==> config.mk <==
export PLATFORM = sky130hd
export DESIGN_NAME = sr_latch_bank
export DESIGN_NICKNAME = d
export VERILOG_FILES = /design/src/rtl/sr_latch_bank.sv
export SDC_FILE = /design/constraint.sdc
export NUM_CORES = 1
export LEC_CHECK = 0
export CORE_MARGIN = 8
export CORE_UTILIZATION = 42
export CTS_CLUSTER_SIZE = 8
export DETAILED_ROUTE_END_ITERATION = 12
export GPL_TIMING_DRIVEN = 0
export PLACE_DENSITY = 0.84
export SETUP_SLACK_MARGIN = 0.4
export SLEW_MARGIN = 40
export SYNTH_ARGS = -nofsm -noshare
export SYNTH_HDL_FRONTEND = slang
export SYNTH_SLANG_ARGS = --single-unit
==> constraint.sdc <==
create_clock -name clk -period 2 [get_ports clk]
set_clock_uncertainty 0.2 [all_clocks]
set_input_delay 0.3 -clock clk [delete_from_list [all_inputs] [get_ports clk]]
set_output_delay 0.3 -clock clk [all_outputs]
set_load 0.03 [all_outputs]
==> src/rtl/sr_latch_bank.sv <==
// rtl/sr_latch_bank.sv - clocked bank of set/reset storage channels with conflict flags and edge pulses
module sr_latch_bank #(
    parameter int               WIDTH     = 8,
    parameter int               MODE      = 0,
    parameter logic [WIDTH-1:0] RESET_VAL = '0
) (
    input  logic             clk,
    input  logic             reset,
    input  logic             en,
    input  logic [WIDTH-1:0] s,
    input  logic [WIDTH-1:0] r,
    input  logic [WIDTH-1:0] clr_err,
    output logic [WIDTH-1:0] q,
    output logic [WIDTH-1:0] q_n,
    output logic [WIDTH-1:0] rise,
    output logic [WIDTH-1:0] fall,
    output logic [WIDTH-1:0] conflict,
    output logic             any_err
);

    logic [WIDTH-1:0] q_next;
    logic [WIDTH-1:0] conflict_next;

    // Outcome of a simultaneous set and reset on one channel, fixed by MODE
    function automatic logic resolve_both(input logic cur);
        case (MODE)
            1:       return 1'b1;
            2:       return 1'b0;
            3:       return ~cur;
            default: return cur;
        endcase
    endfunction

    // Per-channel next value from the set/reset request pair
    always_comb begin
        q_next = q;
        for (int i = 0; i < WIDTH; i++) begin
            case ({s[i], r[i]})
                2'b10:   q_next[i] = 1'b1;
                2'b01:   q_next[i] = 1'b0;
                2'b11:   q_next[i] = resolve_both(q[i]);
                default: q_next[i] = q[i];
            endcase
        end
    end

    // Sticky conflict: clearing is independent of en, and a new conflict beats a clear
    always_comb begin
        conflict_next = (conflict & ~clr_err) | ({WIDTH{en}} & s & r);
    end

    // State register: q, edge pulses and conflict flags
    always_ff @(posedge clk) begin
        if (reset) begin
            q        <= RESET_VAL;
            rise     <= '0;
            fall     <= '0;
            conflict <= '0;
        end else begin
            conflict <= conflict_next;
            if (en) begin
                q    <= q_next;
                rise <= ~q & q_next;
                fall <= q & ~q_next;
            end else begin
                rise <= '0;
                fall <= '0;
            end
        end
    end

    assign q_n     = ~q;
    assign any_err = |conflict;

endmodule

* Word-level counts from Yosys, hierarchy flattened *
Cells that the tools add are included.

cells by class
  eq/ne operators = 16
  mux-type cells = 8
  bitwise logic cells = 10
  reduce and logical (&&, ||, !) cells = 2

operators with widths
  cell                                                 number
  AND 8 bit                                            5
  inverter 8 bit                                       3
  equality test 2 x 1 -> 1 bit, second input constant  8
  equality test 2 bit, second input constant           8
  case mux 1 bit (2 select lines)                      8
  OR 8 bit                                             1
  OR reduction 8 bit                                   1
  OR reduction 2 bit                                   1
  inverter 1 bit                                       1

storage, ports and cells
  register bits = 32
  input bits = 27
  output and inout port bits = 41
  word-level logic and storage cells = 40

* Depth between registers and ports, before layout *
Gate-level depths: netlist of run 1.

  word-level depth = 4
  mapped depth = 4
  mapped depth without buffers = 4

* Worst setup path after synthesis of run 1 *
No wires, ideal clock.

  path type = reg2out
  from = register conflict[6]
  to = output any_err
  arrival time = 0.917 ns
  required time = 1.500 ns
  setup slack = 0.583 ns
  cell stages (with the launch flop) = 3
  path buffers = 0
  cell sequence = dfxtp_1 > nor4_1 > nand2_1

on the way
  longest elaborated chain between the ends = 1

RTL lines
  what                      RTL line  RTL
  start: declaration        17        output logic [WIDTH-1:0] conflict,
  start signal: assignment  60        conflict <= conflict_next;
  OR reduction 8 bit        73        assign any_err = |conflict;
  end: declaration          18        output logic any_err

Every way passes these cells.

* Worst setup path in the final report of run 1 *
  from = register conflict[3]
  to = output any_err

The elaborated chain is that of the path after synthesis.

==> results of run 1 <==
## metrics by stage
stage / worst slack, ns / cell area [sq um] / utilization [%] / power [mW]
3_3_place_gp: 0.09771 / 2054 / 67.85 / 0.9487
5_1_grt: 0.2405 / 2029 / 67.02 / 1.394
4_1_cts: 0.1550 / 2102 / 69.42 / 1.341
6_report: 0.3335 / 2029 / 67.02 / 1.335
3_5_place_dp: 0.09114 / 2054 / 67.85 / 0.9575
2_1_floorplan: 0.5834 / 1329 / - / 0.8233
## kinds of logic (layout without fill, tap and decap cells)
logic type      count (synthesis)  count (layout)
compound gates                 16              16
simple gates                   52              52
fa+ha+maj                       8               8
buf+inv                        22              96
flops                          32              32
## path summary, 6_finish.rpt
check | start | end | cells after the start
worst min register to register | q[2]$_SDFFE_PP0P_ | rise[2]$_SDFF_PP0_ | 1
worst min-delay path | en | q[1]$_SDFFE_PP0P_ | 3
worst max register to register | q[5]$_SDFFE_PP0P_ | fall[5]$_SDFF_PP0_ | 2
worst max-delay path | conflict[3]$_SDFF_PP0_ | any_err | 3
## registers in the layout (all words and copies together) (netlist names)
signal    count
rise          8
conflict      8
fall          8
q             8
## placed cells by master (no fill, tap or decap), types with 9 or more instances in the layout
master                            instances
sky130_fd_sc_hd__clkdlybuf4s50_1         25
sky130_fd_sc_hd__dlygate4sd2_1           13
sky130_fd_sc_hd__clkbuf_2                15
sky130_fd_sc_hd__inv_1                   16
sky130_fd_sc_hd__nand2b_1                 9
sky130_fd_sc_hd__buf_2                   10
sky130_fd_sc_hd__dfxtp_1                 30
## metal layers
metal,global-route usage (%),up-vias
li1,-,614
met1,15.05,570
met2,28.39,55
met3,5.372,5
met4,6.349,0
met5,0,-
## layout make-up
class                      count  area share [%]
tap                           44           2.713
sequential                    32           31.69
multi-input combinational     76           30.33
buffer                         6           2.219
timing repair buffer          67           26.88
inverter                      16           2.959
clock buffer                   7           3.206
## tightest hold or removal path, delay by kind of cell
family	cells	cell delay, ns
buffers and inverters	1	0.20
AO/OA/AOI/OAI	1	0.06
AND/OR/NAND/NOR	1	0.13
## timing repair
action,CTS,global route
hold buffers,0,0
setup endpoints to repair,41,38
resized for setup,68,51
pin swaps,0,1
## power by group through the flow
| stage | combinational (mW) | sequential, mW | clock (mW) |
|---|---|---|---|
| floorplan | 0.113 | 0.710 | 0 |
| global placement | 0.271 | 0.677 | 0 |
| detailed placement | 0.279 | 0.678 | 0 |
| CTS | 0.268 | 0.663 | 0.410 |
| global route | 0.285 | 0.668 | 0.441 |
| finish | 0.266 | 0.666 | 0.403 |
==> flow_metrics.py, run 1 <==
metrics = {
    "route": {
        "vias_per_cell": 5.016,
        "wirelength_per_cell_microns": 16.26,
        "first_pass_iters": 4,
        "detail_route.iter0.violations": 38,
        "drt_wl_total_mm": 4.032,
        "postRouteAntennaNets": 0,
        "route.vias.total": 1244,
        "drcViolationCount": 0,
        "detail_route.wirelength.met1_mm": 1.534,
        "met3RoutedLength_microns": 362,
        "dr_wl_met2_mm": 2.081,
        "highest-signal-layer": "met4",
    },
    "setup_path": {
        "worst_setup_path_start_kind": "flop",
        "cpPeakStageDelay_ns": 0.35,
        "critical_path_peak_fanout": 3,
        "critical_path_endpoint_category": "output port",
        "r2r_slack_ns": 0.96,
        "cp.arrival_ns": 1.17,
        "timing.critical_path.slowest_stage_cell": "sky130_fd_sc_hd__dfxtp_2",
        "path_delay_family": "flip-flops",
        "critPathKind": "reg2out",
        "worstPathBufferInverterCount": 1,
        "cp_cell_sequence": "nor4_4, nand2_1, buf_4",
        "worst-endpoint-required_ns": 1.50,
    },
    "die": {
        "placementRows": 20,
        "coreArea_sq_mm": 0.003028,
        "initial_core_util_pct": 43.88,
        "fp.dieH_microns": 72.25,
        "horizontal_die_dimension_microns": 72.25,
        "top_level_ports": 68,
        "design.die.area_sq_mm": 0.005219,
    },
    "flow_run": {
        "max-cap-violations": 0,
    },
    "synth": {
        "mappedNetlistNets": 165,
        "synth_compound_gate_area_share_pct": 7.533,
        "area_share_of_and_or_nand_nor_cells_after_synthesis_pct": 29.00,
        "synth-main-ff-cell": "sky130_fd_sc_hd__dfxtp_1",
        "synth.cell_area_sq_mm": 0.001329,
        "average_cell_area_after_synthesis_sq_um": 10.22,
        "combinational_family_with_the_most_area_after_synthesis": "simple AND/OR/NAND/NOR gates",
        "synth_adder_area_share_pct": 7.533,
        "netlist.top_cell.by_area": "sky130_fd_sc_hd__dfxtp_1",
        "synth.top_cells.by_count": "32 x sky130_fd_sc_hd__dfxtp_1, 16 x sky130_fd_sc_hd__inv_1, 10 x sky130_fd_sc_hd__nor4_1",
        "post_synth_edffs": 0,
        "netlist_top_cells_area": "sky130_fd_sc_hd__dfxtp_1 48%, sky130_fd_sc_hd__ha_1 7.5%, sky130_fd_sc_hd__nand4bb_1 6.8%, sky130_fd_sc_hd__nor4_1 4.7%, sky130_fd_sc_hd__inv_1 4.5%",
        "distinct_cells_synth": 15,
        "proportion_of_netlist_area_held_by_the_largest_area_contributor_pct": 48.21,
        "synthXorXnorAreaFrac_pct": 0,
        "post_synth_inst_count": 130,
        "ys_ff_latch": 32,
        "synth-seq-area-share_pct": 48.21,
        "ys.warnings.count": 0,
        "post_synth_mux_area_share_pct": 0,
        "synth_most_common_cell": "sky130_fd_sc_hd__dfxtp_1",
        "proportion_of_register_bits_with_asynchronous_set_or_reset_after_synthesis_pct": 0,
    },
    "power": {
        "power_frac_clock_pct": 30.2,
        "seqPwrFrac_pct": 49.9,
        "combPwrFrac_pct": 19.9,
        "net-switching-power_mw": 0.3599,
        "power.share.switching_pct": 26.96,
        "ir_worst_vdd_uv": 405.3,
        "leakagePower_nw": 0.8752,
        "pwr_density_cell_mw_per_mm2": 657.8,
        "internal-power_mw": 0.9751,
    },
    "place": {
        "gp_routability_congestion": 0.8433,
        "placedCellCount": 241,
        "place.port_buffers": 67,
        "post_dp_hpwl_mm": 3.137,
    },
    "status": {
        "status": "complete, no violations",
    },
    "clock_network": {
        "cts_tree": "yes",
        "root_buffer": "sky130_fd_sc_hd__clkbuf_4",
        "numCtsBuffers": 5,
        "worst_skew_pair.late_latency_ns": 0.32,
        "cts_setup_buffers": 0,
        "number_of_levels_in_the_clock_h_tree": 2,
        "number_of_buffers_on_the_longest_clock_path": 2,
        "cts.sinks": 32,
        "clk_pin_slew_ns": 0.10,
    },
    "grt": {
        "largest_net_degree_at_the_start_of_global_routing": 11,
        "gr-total-overflow": 0,
        "grt_first_pass_wirelength_mm": 6.216,
        "grt_pass1_vias": 1302,
        "grt_usage_pct": 15.35,
        "antenna_violations_before_repair": 0,
    },
    "layout": {
        "count_of_antenna_diodes_in_the_layout": 0,
        "layout.area.seq_sq_um": 643.1,
        "layout.filler_cells": 266,
        "number_of_non_filler_instances_in_the_completed_layout": 248,
        "area_growth_syn_to_layout_pct": 52.73,
        "layout-drive-gt1-share_pct": 21.08,
        "final_nets": 239,
        "multi_input_area_sq_um": 615.6,
    },
    "sta": {
        "fin_crit_ns": 1.667,
        "tightestPinTransition_ns": 0.3392,
        "max_clock_freq_ghz": 0.6001,
        "timing.setup.tns_ns": 0,
        "hold_fails_final_rpt": 0,
        "layout_worst_path_cycle_share_pct": 83.33,
        "drv_slew": 0,
        "hold_slack_ns": 0.2155,
        "finalSetupViolations": 0,
        "rsz0062_at_grt": "true",
        "slew_headroom_pct": 77.48,
    },
    "hold_path": {
        "worstHoldPathType": "in2reg",
    },
}
No activity file was read; power rests on OpenSTA's default activity.
==> run 2: changes to the inputs <==
CORE_UTILIZATION = 39   (was 42)
PLACE_DENSITY = 0.79   (was 0.84)
clock period = 1.7 ns   (was 2 ns; I/O delays follow)
==> run 2 against run 1 <==
  * Flip-flop and latch count unchanged
  * Total power up 19%
  * Sequential power grew 18%
  * Count of clock-buffer cells in the layout is 1 lower
  * Final cell count is 6.0% higher
  * Register-to-register slack worse by 0.50 ns
  * Global-route usage increased by 0.72 points
  * Core utilization is 7.3 points higher
  * Die area grew 6.0%
  * Routed wire length rose by 18%
  * Critical endpoint unchanged
  * Largest cell class is now buffers
  * Highest routed layer unchanged
==> flow_metrics.py, run 2 (same netlist as run 1, synthesis figures left out) <==
metrics = {
    "setup_path": {
        "critical_path_endpoint_category": "output port",
        "worst_r2r_src": "q[0]$_SDFFE_PP0P_",
        "critPathLaunch": "conflict[7]$_SDFF_PP0_",
        "critPathKind": "reg2out",
        "cp.arrival_ns": 1.20,
        "critical_path_peak_fanout": 2,
        "worst_setup_path_start_kind": "flop",
        "worst-endpoint-required_ns": 1.24,
    },
    "route": {
        "drt_wl_total_mm": 4.768,
        "vias_per_cell": 5.110,
        "wirelength_per_cell_microns": 18.13,
        "postRouteAntennaNets": 0,
        "first_pass_iters": 4,
        "route.vias.total": 1344,
        "detail_route.iter0.violations": 62,
        "drcViolationCount": 0,
    },
    "sta": {
        "finalSetupViolations": 0,
        "layout_worst_path_cycle_share_pct": 97.27,
        "tightestPinTransition_ns": 0.2669,
        "fin_crit_ns": 1.654,
        "drv_slew": 0,
        "slew_headroom_pct": 81.95,
        "hold_fails_final_rpt": 0,
        "timing.setup.tns_ns": 0,
        "max_clock_freq_ghz": 0.6047,
        "finalWorstSetupSlack_ns": 0.04639,
        "rsz0062_at_grt": "true",
        "hold_slack_ns": 0.07776,
    },
    "power": {
        "fin_total_pwr_mw": 1.588,
        "leakagePower_nw": 0.9932,
        "ir_worst_vdd_uv": 468.6,
        "pwr_density_cell_mw_per_mm2": 645.6,
    },
    "die": {
        "design.die.area_sq_mm": 0.005531,
        "coreArea_sq_mm": 0.003311,
        "placementRows": 21,
        "top_level_ports": 68,
        "horizontal_die_dimension_microns": 74.37,
        "initial_core_util_pct": 40.14,
        "fp.dieH_microns": 74.37,
    },
    "clock_network": {
        "number_of_levels_in_the_clock_h_tree": 2,
        "cts.sinks": 32,
        "numCtsBuffers": 5,
        "cts_tree": "yes",
        "worst_skew_pair.late_latency_ns": 0.32,
        "number_of_buffers_on_the_longest_clock_path": 2,
        "hold_buffers": 0,
        "clk_pin_slew_ns": 0.10,
        "root_buffer": "sky130_fd_sc_hd__clkbuf_4",
    },
    "place": {
        "place.port_buffers": 67,
        "gp_routability_congestion": 0.8270,
        "post_dp_hpwl_mm": 3.161,
        "dpl_worst_slack_ns": -0.1807,
    },
    "grt": {
        "largest_net_degree_at_the_start_of_global_routing": 11,
        "grt_first_pass_wirelength_mm": 6.672,
        "grt_pass1_vias": 1362,
        "gr-total-overflow": 0,
        "antenna_violations_before_repair": 0,
        "grt_usage_pct": 16.07,
    },
    "layout": {
        "final_nets": 251,
        "area_growth_syn_to_layout_pct": 85.12,
        "final_common_cell": "sky130_fd_sc_hd__buf_6",
        "layout.filler_cells": 235,
        "layout.cells.most_common_list": "40 x sky130_fd_sc_hd__buf_6, 19 x sky130_fd_sc_hd__dfxtp_2, 18 x sky130_fd_sc_hd__clkdlybuf4s50_1",
        "layout-drive-gt1-share_pct": 56.94,
    },
    "flow_run": {
        "max-cap-violations": 0,
    },
    "hold_path": {
        "worstHoldPathType": "in2reg",
        "worstHoldStart": "r[0]",
    },
    "status": {
        "status": "complete, no violations",
    },
}
run 2: cell types whose count changed in the layout (fill, tap and decap cells not counted), sizes merged:
cell | before | now
dlygate4sd2 | 13 | 4
buf | 13 | 59
clkdlybuf4s15 | 5 | 0
diode | 0 | 1
clkdlybuf4s50 | 25 | 18
clkinv | 0 | 1
dlymetal6s2s | 1 | 3
clkbuf | 23 | 7
run 2: layout make-up:
cell class | count | area, sq um | share of cell area [%]
clock inverter | 1 | 5.005 | 0.2035
antenna | 1 | 2.502 | 0.1017
clock buffer | 6 | 41.29 | 1.679
inverter | 16 | 70.07 | 2.848
multi-input combinational | 76 | 743.2 | 30.21
buffer | 6 | 47.55 | 1.933
tap | 46 | 57.56 | 2.340
sequential | 32 | 694.4 | 28.23
timing repair buffer | 79 | 798.3 | 32.45
run 2: path summary, 6_finish.rpt:
kind	depth (start not counted)	slack, ns	endpoint
worst max-delay path	3	0.05	any_err
worst min-delay path	3	0.08	conflict[0]$_SDFF_PP0_
worst max register to register	4	0.46	fall[0]$_SDFF_PP0_
worst min register to register	1	0.25	rise[6]$_SDFF_PP0_
run 2: routing by layer:
metal / track usage, % / vias up / wire length (microns)
li1: - / 646 / -
met2: 27.01 / 49 / 2434
met5: 0 / - / 0
met4: 6.957 / 0 / 87
met1: 16.95 / 641 / 1925
met3: 7.143 / 8 / 319
run 2: report_power, final:
group / internal, mW / leakage, nW / switching [mW] / total (mW)
registers: 0.763 / 0.275 / 0.0210 / 0.784
clock network: 0.152 / 0.0281 / 0.247 / 0.399
logic: 0.211 / 0.690 / 0.194 / 0.405
run 2: critical path, stage by stage, from the launching register on:
cell and delay (ns):
sky130_fd_sc_hd__dfxtp_4 0.36, sky130_fd_sc_hd__nor4_4 0.27, sky130_fd_sc_hd__nand2_1 0.09, sky130_fd_sc_hd__buf_6 0.15
run 2: what timing repair did:
action	in CTS	in global routing
pin swaps	4	5
buffers inserted	3	9
gates cloned	0	0
gates resized for setup	281	75
endpoints found under the setup margin	73	51
run 2: stage by stage:
| stage | util (%) | instance area (sq um) | instances |
|---|---|---|---|
| after global placement | 62.36 | 2064 | 243 |
| after floorplan | - | 1336 | 130 |
| after global routing | 74.23 | 2457 | 262 |
| after detailed placement | 62.36 | 2064 | 243 |
| final | 74.30 | 2460 | 263 |
| after CTS | 66.52 | 2202 | 253 |
==> run 3: changes to the inputs <==
CORE_MARGIN = 10   (was 8)
==> run 3 against run 2 <==
  * Fmax hardly changed
  * Die area up 11%
  * Register-to-register slack about the same
  * Via count is 3.3% higher
  * Critical path depth unchanged
  * Clock power is 47% higher
  * Flip-flop and latch count unchanged
  * Highest routed layer unchanged
==> flow_metrics.py, run 3 (same netlist as run 1, synthesis figures left out) <==
metrics = {
    "die": {
        "coreArea_sq_mm": 0.003311,
        "initial_core_util_pct": 40.14,
        "placementRows": 21,
        "horizontal_die_dimension_microns": 78.37,
        "fp.dieH_microns": 78.37,
        "design.die.area_sq_mm": 0.006142,
        "top_level_ports": 68,
    },
    "layout": {
        "final_common_cell": "sky130_fd_sc_hd__buf_6",
        "end_of_flow_core_utilization_pct": 76.91,
        "final_nets": 252,
        "layout-drive-gt1-share_pct": 56.88,
        "layout.area.seq_sq_um": 694.4,
        "multi_input_area_sq_um": 757.0,
        "final_design_instance_area_without_fill_sq_mm": 0.002546,
        "layout.cells.most_common_list": "42 x sky130_fd_sc_hd__buf_6, 19 x sky130_fd_sc_hd__dfxtp_2, 17 x sky130_fd_sc_hd__buf_4",
        "area_growth_syn_to_layout_pct": 91.62,
        "number_of_non_filler_instances_in_the_completed_layout": 264,
        "layout.filler_cells": 199,
        "count_of_antenna_diodes_in_the_layout": 0,
    },
    "clock_network": {
        "hold_buffers": 0,
        "cts_tree": "yes",
        "root_buffer": "sky130_fd_sc_hd__clkbuf_4",
        "cts.sinks": 32,
        "numCtsBuffers": 5,
        "number_of_levels_in_the_clock_h_tree": 2,
        "number_of_buffers_on_the_longest_clock_path": 2,
        "worst_skew_pair.late_latency_ns": 0.32,
        "clk_pin_slew_ns": 0.12,
    },
    "power": {
        "ir_worst_vdd_uv": 378.9,
        "power.share.switching_pct": 28.19,
        "net-switching-power_mw": 0.5049,
        "seqPwrFrac_pct": 43.9,
        "internal-power_mw": 1.286,
        "leakagePower_nw": 1.069,
        "pwr_density_cell_mw_per_mm2": 703.4,
        "combPwrFrac_pct": 23.4,
        "power_frac_clock_pct": 32.7,
    },
    "setup_path": {
        "worst_setup_path_endpoint": "any_err",
        "worst_r2r_src": "q[7]$_SDFFE_PP0P_",
        "worst_setup_path_start_kind": "flop",
        "cp.arrival_ns": 1.20,
        "critical_path_peak_fanout": 3,
        "worst-endpoint-required_ns": 1.24,
        "critPathLaunch": "conflict[6]$_SDFF_PP0_",
        "rr_endpoint": "fall[7]$_SDFF_PP0_",
        "ff2ff_path_depth": 3,
        "critPathKind": "reg2out",
        "r2r_slack_ns": 0.46,
        "critical_path_endpoint_category": "output port",
    },
    "grt": {
        "gr-total-overflow": 0,
        "antenna_violations_before_repair": 0,
        "grt_pass1_vias": 1408,
        "grt_usage_pct": 15.24,
        "largest_net_degree_at_the_start_of_global_routing": 12,
        "grt_first_pass_wirelength_mm": 7.507,
    },
    "sta": {
        "rsz0062_at_grt": "true",
        "finalSetupViolations": 0,
        "tightestPinTransition_ns": 0.3267,
        "hold_slack_ns": 0.04772,
        "finalWorstSetupSlack_ns": 0.04691,
        "layout_worst_path_cycle_share_pct": 97.24,
        "hold_fails_final_rpt": 0,
        "fin_crit_ns": 1.653,
        "slew_headroom_pct": 78.02,
        "max_clock_freq_ghz": 0.6049,
        "drv_slew": 0,
    },
    "place": {
        "post_dp_hpwl_mm": 3.326,
        "gp_routability_congestion": 0.8033,
        "dpl_worst_slack_ns": -0.1609,
        "dpl_cell_area_sq_mm": 0.002064,
        "placedCellCount": 243,
        "place.port_buffers": 67,
    },
    "route": {
        "first_pass_iters": 4,
        "detail_route.iter0.violations": 151,
        "drt_wl_total_mm": 5.510,
        "drcViolationCount": 0,
        "wirelength_per_cell_microns": 20.87,
        "postRouteAntennaNets": 0,
        "route.vias.total": 1388,
        "vias_per_cell": 5.258,
    },
    "hold_path": {
        "worstHoldPathType": "in2reg",
    },
    "flow_run": {
        "max-cap-violations": 0,
    },
    "status": {
        "status": "complete, no violations",
    },
}
## run 3: repair_timing
item / 4_1_cts / 5_1_grt
gates resized for setup: 283 / 78
pin swaps: 3 / 3
buffers inserted: 4 / 9
setup endpoints to repair: 73 / 54
## run 3: power by group through the flow
stage | clock network [mW] | registers [mW] | logic, mW
after floorplan | 0 | 0.837 | 0.134
final | 0.586 | 0.786 | 0.419
after global placement | 0 | 0.799 | 0.323
after CTS | 0.588 | 0.788 | 0.373
after global routing | 0.622 | 0.788 | 0.446
after detailed placement | 0 | 0.800 | 0.329
## run 3: worst min path at each step
stage	start	endpoint	cells past startpoint
after global placement	q[5]$_SDFFE_PP0P_	rise[5]$_SDFF_PP0_	1
after global routing	r[1]	conflict[1]$_SDFF_PP0_	3
after floorplan	r[1]	conflict[1]$_SDFF_PP0_	2
after detailed placement	q[5]$_SDFFE_PP0P_	rise[5]$_SDFF_PP0_	1
final	r[6]	conflict[6]$_SDFF_PP0_	3
after CTS	r[4]	conflict[4]$_SDFF_PP0_	3
## run 3: layout make-up
cell class | count | area share [%]
Timing Repair Buffer | 80 | 32.63
Multi-Input combinational cell | 76 | 29.73
Sequential cell | 32 | 27.27
Inverter | 16 | 2.850
Tap cell | 46 | 2.260
Buffer | 6 | 2.113
Clock inverter | 3 | 1.671
Clock buffer | 5 | 1.474
## run 3: critical path, stage by stage (launching register included)
cell	delay, ns
sky130_fd_sc_hd__dfxtp_2	0.36
sky130_fd_sc_hd__nor4_2	0.26
sky130_fd_sc_hd__nand2_1	0.09
sky130_fd_sc_hd__buf_6	0.15
## run 3: through the flow
stage | TNS, ns | power [mW]
2_1_floorplan | 0 | 0.9711
3_3_place_gp | -2.467 | 1.122
3_5_place_dp | -2.180 | 1.130
4_1_cts | 0 | 1.749
5_1_grt | -0.04813 | 1.856
6_report | 0 | 1.791
## run 3: metal layers
metal / GRT usage, % / share of wire (%)
met2: 26.97 / 52
met1: 16.59 / 41
met3: 5.353 / 5.6
met4: 4.839 / 1.7
met5: 0 / 0
